$ cat config.mk
export PLATFORM = sky130hd
export DESIGN_NAME = run_sequencer_flat
export DESIGN_NICKNAME = d
export VERILOG_FILES = /design/src/rtl/rsa_ctrl_pkg.sv /design/src/rtl/run_sequencer_if.sv /design/src/rtl/run_cycle_counter.sv /design/src/rtl/run_sequencer.sv /design/src/flat_wrapper.sv
export SDC_FILE = /design/constraint.sdc
export NUM_CORES = 1
export LEC_CHECK = 0
export BUFFER_PORTS_ARGS = -buffer_cell sky130_fd_sc_hd__buf_4
export CAP_MARGIN = 25
export CORE_AREA = 2 2 118 120
export DETAILED_ROUTE_END_ITERATION = 16
export DIE_AREA = 0 0 120 122
export REMOVE_ABC_BUFFERS = 1
export SYNTH_ARGS = -nofsm -noshare
export SYNTH_HDL_FRONTEND = slang
export SYNTH_SLANG_ARGS = --single-unit
$ cat constraint.sdc
create_clock -name clk -period 2.25 [get_ports clk]
set_input_delay 0.3375 -clock clk [delete_from_list [all_inputs] [get_ports clk]]
set_output_delay 0.3375 -clock clk [all_outputs]
set_load 0.05 [all_outputs]
$ cat src/rtl/rsa_ctrl_pkg.sv
// Shared types and default widths for the RSA run sequencer.
package rsa_ctrl_pkg;

  localparam int DEF_ADDR_W = 32;
  localparam int DEF_DATA_W = 32;
  localparam int DEF_CNT_W  = 32;

  typedef enum logic [1:0] {
    IDLE = 2'd0,
    RUN  = 2'd1,
    DONE = 2'd2,
    HALT = 2'd3
  } run_state_t;

endpackage

$ cat src/rtl/run_sequencer_if.sv
// Host memory-access handshake: the loader is the master, the sequencer is the slave.
interface run_sequencer_if import rsa_ctrl_pkg::*; #(
  parameter int ADDR_W = DEF_ADDR_W,
  parameter int DATA_W = DEF_DATA_W
) ();

  logic              host_req;
  logic              host_we;
  logic [ADDR_W-1:0] host_addr;
  logic [DATA_W-1:0] host_wdata;
  logic              host_ack;
  logic [DATA_W-1:0] host_rdata;

  modport master (
    output host_req, host_we, host_addr, host_wdata,
    input  host_ack, host_rdata
  );

  modport slave (
    input  host_req, host_we, host_addr, host_wdata,
    output host_ack, host_rdata
  );

endinterface

$ cat src/rtl/run_cycle_counter.sv
// Saturating cycle counter; clr wins over en, holds at all-ones.
module run_cycle_counter import rsa_ctrl_pkg::*; #(
  parameter int CNT_W = DEF_CNT_W
) (
  input  logic             clk,
  input  logic             reset,
  input  logic             clr,
  input  logic             en,
  output logic [CNT_W-1:0] count
);

  logic [CNT_W-1:0] r_count;

  // NOTE: registers are written with <= so every flop samples pre-edge values.
  always_ff @(posedge clk) begin
    if (reset || clr) begin
      r_count <= '0;
    end else if (en && (r_count != '1)) begin
      r_count <= r_count + CNT_W'(1);
    end
  end

  assign count = r_count;

endmodule

$ cat src/rtl/run_sequencer.sv
// Sequences one CPU run and arbitrates the data-memory port between host and CPU.
// Optional RUN watchdog enabled by defining RUN_TIMEOUT_EN.
module run_sequencer import rsa_ctrl_pkg::*; #(
  parameter int ADDR_W         = DEF_ADDR_W,
  parameter int DATA_W         = DEF_DATA_W,
  parameter int CNT_W          = DEF_CNT_W,
  parameter int TIMEOUT_CYCLES = 1_000_000
) (
  input  logic              clk,
  input  logic              reset,
  input  logic              host_go,
  input  logic              host_clear,
  run_sequencer_if.slave    host,
  input  logic              cpu_MemWrite,
  input  logic [ADDR_W-1:0] cpu_ALUResult,
  input  logic [DATA_W-1:0] cpu_WriteData,
  input  logic              EndFlag,
  output logic              cpu_start,
  output logic              cpu_reset,
  output logic              mem_we,
  output logic [ADDR_W-1:0] mem_addr,
  output logic [DATA_W-1:0] mem_wdata,
  input  logic [DATA_W-1:0] mem_rdata,
  output logic              busy,
  output logic              done,
  output logic              timeout,
  output logic [CNT_W-1:0]  run_cycles
);

`ifdef RUN_TIMEOUT_EN
  localparam bit TIMEOUT_EN = 1'b1;
`else
  localparam bit TIMEOUT_EN = 1'b0;
`endif
  localparam logic [CNT_W-1:0] TIMEOUT_LAST = CNT_W'(TIMEOUT_CYCLES - 1);

  run_state_t        r_state;
  logic              r_host_ack;
  logic [DATA_W-1:0] r_host_rdata;
  logic              w_launch;
  logic              w_accept;
  logic              w_timeout_hit;
  logic [CNT_W-1:0]  w_run_cycles;

  // Launch steals the port for this cycle, so a same-cycle request waits.
  assign w_launch      = host_go && ((r_state == IDLE) || (r_state == DONE));
  assign w_accept      = host.host_req && !r_host_ack && (r_state != RUN) && !w_launch;
  assign w_timeout_hit = TIMEOUT_EN && (w_run_cycles == TIMEOUT_LAST);

  always_ff @(posedge clk) begin
    if (reset) begin
      r_state <= IDLE;
    end else begin
      case (r_state)
        IDLE: if (host_go) r_state <= RUN;
        RUN: begin
          if (EndFlag)            r_state <= DONE;
          else if (w_timeout_hit) r_state <= HALT;
        end
        DONE: begin
          if (host_go)         r_state <= RUN;
          else if (host_clear) r_state <= IDLE;
        end
        HALT: if (host_clear) r_state <= IDLE;
        default: r_state <= IDLE;
      endcase
    end
  end

  // Ack and read data are registered, so an access accepted just before launch still completes.
  always_ff @(posedge clk) begin
    if (reset) begin
      r_host_ack   <= 1'b0;
      r_host_rdata <= '0;
    end else begin
      r_host_ack <= w_accept;
      if (w_accept) r_host_rdata <= mem_rdata;
    end
  end

  run_cycle_counter #(.CNT_W(CNT_W)) u_run_cycle_counter (
    .clk   (clk),
    .reset (reset),
    .clr   (w_launch),
    .en    (r_state == RUN),
    .count (w_run_cycles)
  );

  // NOTE: every output of a combinational block gets a value on every path, else a latch is inferred.
  always_comb begin
    mem_we    = 1'b0;
    mem_addr  = host.host_addr;
    mem_wdata = host.host_wdata;
    if (r_state == RUN) begin
      mem_we    = cpu_MemWrite;
      mem_addr  = cpu_ALUResult;
      mem_wdata = cpu_WriteData;
    end else begin
      mem_we    = host.host_we && w_accept;
    end
  end

  assign host.host_ack   = r_host_ack;
  assign host.host_rdata = r_host_rdata;
  assign cpu_reset       = (r_state != RUN);
  assign cpu_start       = (r_state == RUN);
  assign busy            = (r_state == RUN);
  assign done            = (r_state == DONE);
  assign timeout         = TIMEOUT_EN && (r_state == HALT);
  assign run_cycles      = w_run_cycles;

endmodule

$ cat src/flat_wrapper.sv
// flat-port wrapper written by rule: the top's interface ports become plain ports
module run_sequencer_flat import rsa_ctrl_pkg::*;
#(
  parameter int ADDR_W         = DEF_ADDR_W,
  parameter int DATA_W         = DEF_DATA_W,
  parameter int CNT_W          = DEF_CNT_W,
  parameter int TIMEOUT_CYCLES = 1_000_000
)
  (clk, reset, host_go, host_clear, cpu_MemWrite, cpu_ALUResult, cpu_WriteData, EndFlag, cpu_start, cpu_reset, mem_we, mem_addr, mem_wdata, mem_rdata, busy, done, timeout, run_cycles, host_host_req, host_host_we, host_host_addr, host_host_wdata, host_host_ack, host_host_rdata);
  run_sequencer_if #(.ADDR_W(ADDR_W), .DATA_W(DATA_W)) host_i ();
  input  logic clk;
  input  logic reset;
  input  logic host_go;
  input  logic host_clear;
  input  logic cpu_MemWrite;
  input  logic [ADDR_W-1:0] cpu_ALUResult;
  input  logic [DATA_W-1:0] cpu_WriteData;
  input  logic EndFlag;
  output logic cpu_start;
  output logic cpu_reset;
  output logic mem_we;
  output logic [ADDR_W-1:0] mem_addr;
  output logic [DATA_W-1:0] mem_wdata;
  input  logic [DATA_W-1:0] mem_rdata;
  output logic busy;
  output logic done;
  output logic timeout;
  output logic [CNT_W-1:0] run_cycles;
  input wire logic [$bits(host_i.host_req)-1:0] host_host_req;
  input wire logic [$bits(host_i.host_we)-1:0] host_host_we;
  input wire logic [$bits(host_i.host_addr)-1:0] host_host_addr;
  input wire logic [$bits(host_i.host_wdata)-1:0] host_host_wdata;
  output wire logic [$bits(host_i.host_ack)-1:0] host_host_ack;
  output wire logic [$bits(host_i.host_rdata)-1:0] host_host_rdata;
  assign host_i.host_req = host_host_req;
  assign host_i.host_we = host_host_we;
  assign host_i.host_addr = host_host_addr;
  assign host_i.host_wdata = host_host_wdata;
  assign host_host_ack = host_i.host_ack;
  assign host_host_rdata = host_i.host_rdata;
  run_sequencer #(.ADDR_W(ADDR_W), .DATA_W(DATA_W), .CNT_W(CNT_W), .TIMEOUT_CYCLES(TIMEOUT_CYCLES)) u_core (.clk(clk), .reset(reset), .host_go(host_go), .host_clear(host_clear), .host(host_i), .cpu_MemWrite(cpu_MemWrite), .cpu_ALUResult(cpu_ALUResult), .cpu_WriteData(cpu_WriteData), .EndFlag(EndFlag), .cpu_start(cpu_start), .cpu_reset(cpu_reset), .mem_we(mem_we), .mem_addr(mem_addr), .mem_wdata(mem_wdata), .mem_rdata(mem_rdata), .busy(busy), .done(done), .timeout(timeout), .run_cycles(run_cycles));
endmodule
# After elaboration in Yosys (flattened, before gate mapping)
# Index checks and enable logic that the tools add are counted.
# word_totals
output_inout_bits	135
ff_bits	67
inputBits	168
# classes
n_reduce_logical	12
add_sub_neg	1
n_eq_ne	7
mux	8
# op_table
op	n
$mux W32	2
$add A32 B1 Y32 const B	1
$ne A32 B32 Y1 const B	1
$mux W2	4
$pmux W2 S4	1
$logic_and A1 B1 Y1	6
$eq A2 B2 Y1 const B	2
$ne A2 B2 Y1 const B	2
$eq A2 B1 Y1 const B	1
$logic_not A1 Y1	2
$logic_not A2 Y1	1
$logic_or A1 B1 Y1	2
$ne A2 B1 Y1 const B	1
$reduce_and A2 Y1	1
$mux W1	1

# Longest topological paths before layout
# logic_depth
ltp_word	7
ltp_mapped	9

# Hierarchy
# From an unflattened synthesis, not the netlist that was laid out.
# unflattened
hier_cells	554
hier_area_um2	4083.9
# modules_own_cells
mod	area_each_um2	instances	seq_area_each_um2	cells_each
run_sequencer	2402.3	1	700.7	365
run_cycle_counter	1681.6	1	640.6	189

# Worst setup path before layout
# Ideal clock, no wire load.
# synth_path
path_type	reg-to-reg
startpoint	register u_core.u_run_cycle_counter.r_count[1], in the netlist u_core.u_run_cycle_counter.count[1]
endpoint	register u_core.u_run_cycle_counter.r_count[20], in the netlist u_core.u_run_cycle_counter.count[20]
setup_slack_ns	-0.114
t_required_ns	2.134
path_buffers	0
stages_incl_launch_ff	7
synth_period_minus_slack_ns	2.364
setup_ns	0.116
arrival_time_ns	2.248
cell_sequence	dfxtp_1 > ha_1 > nand3_1 > or3_1 > a211oi_2 > a31oi_1 > a41o_1
# synth_between
elab_chain_len	2
elab_cells_between_ends	3
cone_classes	add/sub: 1; eq/ne: 1; reduce/logical: 1
# synth_lines
item	line	source
start, declared	run_cycle_counter.sv:12	logic [CNT_W-1:0] r_count;
start signal, assigned	run_cycle_counter.sv:19	r_count <= r_count + CNT_W'(1);
parallel branches: the longest is 2 deep, another holds $add A32 B1 Y32	n/a	
# Several ways; the timed one is not identified.
# A chain may end at the register's enable or synchronous reset.

# Final worst setup path
# layout_path
startpoint	register u_core.r_state[1]
endpoint	output port mem_we
# layout_between
elab_chain_len	7
elab_cells_between_ends	11
cone_classes	eq/ne: 3; mux: 1; reduce/logical: 7
# layout_lines
item	line	source
start, declared	run_sequencer.sv:37	run_state_t r_state;
start signal, assigned	run_sequencer.sv:52	r_state <= IDLE;
start signal, assigned	run_sequencer.sv:55	IDLE: if (host_go) r_state <= RUN;
start signal, assigned	run_sequencer.sv:57	if (EndFlag) r_state <= DONE;
$eq A2 B2 Y1 or $logic_not A2 Y1 (tied branches)	run_sequencer.sv:46	assign w_launch = host_go && ((r_state == IDLE) || (r_state == DONE));
$logic_or A1 B1 Y1	run_sequencer.sv:46	
$logic_and A1 B1 Y1	run_sequencer.sv:46	
$logic_not A1 Y1	run_sequencer.sv:47	assign w_accept = host.host_req && !r_host_ack && (r_state != RUN) && !w_launch;
$logic_and A1 B1 Y1	run_sequencer.sv:47	
$logic_and A1 B1 Y1	run_sequencer.sv:99	mem_we = host.host_we && w_accept;
$mux W1 *	run_sequencer.sv:94	if (r_state == RUN) begin
end, declared	flat_wrapper.sv:21	output logic mem_we;
# Mark *: on every way between the ends. The rest lies on a longest branch, timed or not.

==> flow_metrics.env <==
export IMPL_p_comb_share_pct=35.0
export IMPL_drt_wl_total_um=15500
export IMPL_final_cell_area_sq_um=6490
export IMPL_ys_warn_count=0
export IMPL_synth_top_cells_by_area="dfxtp_1 (36%), nand2_1 (27%), a21oi_1 (7.4%)"
export IMPL_critPathKind="reg2out"
export IMPL_cp_cell_sequence="nand2b_2 -> buf_12 -> and4b_1 -> a22o_1 -> buf_4"
export IMPL_cts_buffers=9
export IMPL_rsz0062_at_grt="no"
export IMPL_slew_violations=0
export IMPL_max_freq_mhz=467
export IMPL_htreeDepth=3
export IMPL_synthFlopType="dfxtp_1"
export IMPL_synth_area_sq_um=3720
export IMPL_drtAntennaViolNets=0
export IMPL_yosys_top_cells_count="nand2_1 (269), dfxtp_1 (67), a21oi_1 (55)"
export IMPL_post_drt_wl_per_cell_um=14.9
export IMPL_critPathRequiredTime_ps=1910
export IMPL_synth_cell_types=44
export IMPL_worstPathMaxFanout=36
export IMPL_ios=303
export IMPL_ir_worst_vdd_mv=0.412
export IMPL_setup_viol_count_final=0
export IMPL_grt_pass1_wl_um=23200
export IMPL_arrival_ps=1810
export IMPL_post_synth_top_area_cell="dfxtp_1"
export IMPL_initial_core_util_pct=27.5
export IMPL_period_needed_ps=2140
export IMPL_path_delay_family="simple AND/OR/NAND/NOR gates"
export IMPL_die_area_sq_um=14600
export IMPL_grt_usage_pct=19.9
export IMPL_final_layout_size_suffix_gt1_share_pct=39.3
export IMPL_synthArstFlopShare_pct=0
export IMPL_met2_usage_pct=35.0
export IMPL_p_leak_uw=0.00323
export IMPL_status="finished, final reports clean"
export IMPL_rows=43
export IMPL_hp_class="in2reg"
export IMPL_cp_slowest_stage_delay_ps=350
export IMPL_cp_slowest_cell="dfxtp_1"
export IMPL_fin_setup_tns_ps=0
export IMPL_internal_power_uw=2610
export IMPL_drtIter0Drc=239
export IMPL_cp_start_kind="flip-flop"
export IMPL_finalClockSkew_ps=5.87
export IMPL_grt_start_max_net_pins=57
export IMPL_nNetsFinal=1024
export IMPL_hold_viol=0
export IMPL_synth_edf_count=0
export IMPL_dp_hpwl_um=11800
export IMPL_crit_path_end_kind="output pin"
export IMPL_gr_total_overflow=0
export IMPL_hold_buffers=0
export IMPL_area_growth_pct=74.6
export IMPL_p_switching_uw=1410
export IMPL_synth_top_area_share_pct=36.1
export IMPL_post_synth_cell_area_avg_sq_um=6.55
export IMPL_grt_pass1_vias=4382
export IMPL_final_cells=1040
export IMPL_cts_root_buf="clkbuf_16"
export IMPL_clock_path_buffers=2
export IMPL_synth_seq_cells=67
export IMPL_tritoncts="built"
export IMPL_path_clk_slew_ps=50
export IMPL_gp_congestion=0.856
export IMPL_grt_use_met1_pct=23.8
export IMPL_global_route_peak_usage_layer="met2"
export IMPL_postCtsSetupRepairBufs=0
export IMPL_yosysMostFrequentCell="nand2_1"
export IMPL_dieWidth_um=120
export IMPL_ys_seq_area_share_pct=36.1
export IMPL_core_area_sq_um=13500
export IMPL_p_seq_share_pct=30.9
export IMPL_die_y_um=122
export IMPL_synthCells=567
export IMPL_power_density_nw_per_um2=620
export IMPL_met3_usage_pct=5.90
export IMPL_fin_crit_sh_pct=95.3
export IMPL_cp_num_buf_inv=2
export IMPL_total_power_uw=4020
export IMPL_antenna_found_initial=0
export IMPL_detail_route_vias_per_cell=4.60
export IMPL_drc=0
export IMPL_num_vias=4787
export IMPL_clock_latency_ps=320
export IMPL_dp_cells=1023
export IMPL_num_antenna_cells=0
export IMPL_sw_frac_of_total_pct=35.1
export IMPL_clock_sinks=67
export IMPL_drv_cap=0
export IMPL_clkPwrFrac_pct=34.1
export IMPL_numPortBuffers=301
export IMPL_drt_first_pass_iters=4
export IMPL_placed_area_sq_um=6160
==> logic make-up after synthesis <==
| logic type | Yosys count | share of synthesized area, % |
|---|---|---|
| multiplexers | 1 | 0.269 |
| buffers and inverters | 44 | 5.52 |
| adder cells (fa/ha/maj) | 1 | 0.337 |
| other | 1 | 0.101 |
| XOR/XNOR | 2 | 0.471 |
| AO/OA/AOI/OAI | 94 | 15.3 |
| AND/OR/NAND/NOR | 357 | 41.9 |
| flip-flops | 67 | 36.1 |
==> per-layer routing <==
layer,wire [um],up-vias
li1,-,2477
met5,0,-
met3,1170,12
met2,7700,160
met1,6430,2138
met4,214,0
==> through the flow <==
stage | hold WS (ps) | setup WS (ps) | utilization [%]
floorplan | 407 | -3660 | -
global placement | 442 | 245 | 45.6
detailed placement | 447 | 257 | 45.6
CTS | 201 | 81.6 | 48.0
global route | 211 | 0.214 | 48.0
finish | 213 | 106 | 48.0
==> sequential cells by signal (all words and copies together), names as in the netlist <==
name	flops
u_core.host.host_rdata	32
u_core.u_run_cycle_counter.count	32
u_core.r_state	2
u_core.host.host_ack	1
==> area by class of cell <==
class                           count  area [sq um]
Multi-Input combinational cell    456          2170
Fill cell                        1413          7020
Timing Repair Buffer              317          2450
Inverter                            4          15.0
Sequential cell                    67          1340
Tap cell                          180           225
Clock inverter                      2          35.0
Clock buffer                       14           254
==> layout by cell type (no fill, tap or decap), types with 12 or more instances in the layout <==
| cell | Yosys | final |
|---|---|---|
| buf_4 | 4 | 312 |
| nand2_1 | 269 | 269 |
| dfxtp_1 | 67 | 67 |
| a21oi_1 | 55 | 55 |
| nand3_1 | 14 | 14 |
| o21ai_0 | 13 | 13 |
| or3_1 | 13 | 13 |
| nor2_1 | 12 | 12 |
==> worst paths after layout <==
check,slack [ps],start,cells past startpoint,end
worst max-delay path,110,u_core.r_state[1],5,mem_we
worst min-delay path,210,reset,2,u_core.host.host_rdata[13]
worst max register to register,200,u_core.r_state[1],5,u_core.u_run_cycle_counter.count[31]
worst min register to register,450,u_core.host.host_rdata[8],2,u_core.host.host_rdata[8]
==> power groups by stage <==
stage	logic, uW	registers, uW	clock network [uW]
after floorplan	691	1390	0
after global placement	1400	1270	0
after detailed placement	1400	1270	0
after CTS	1420	1240	1400
after global routing	1490	1250	1450
final	1410	1240	1370
==> repair_timing <==
item | in CTS | in global routing
resized for setup | 0 | 1
gates cloned | 1 | 0
hold endpoints to repair | 0 | 0
endpoints found under the setup margin | 1 | 1
Power figures use the tool's default switching activity.
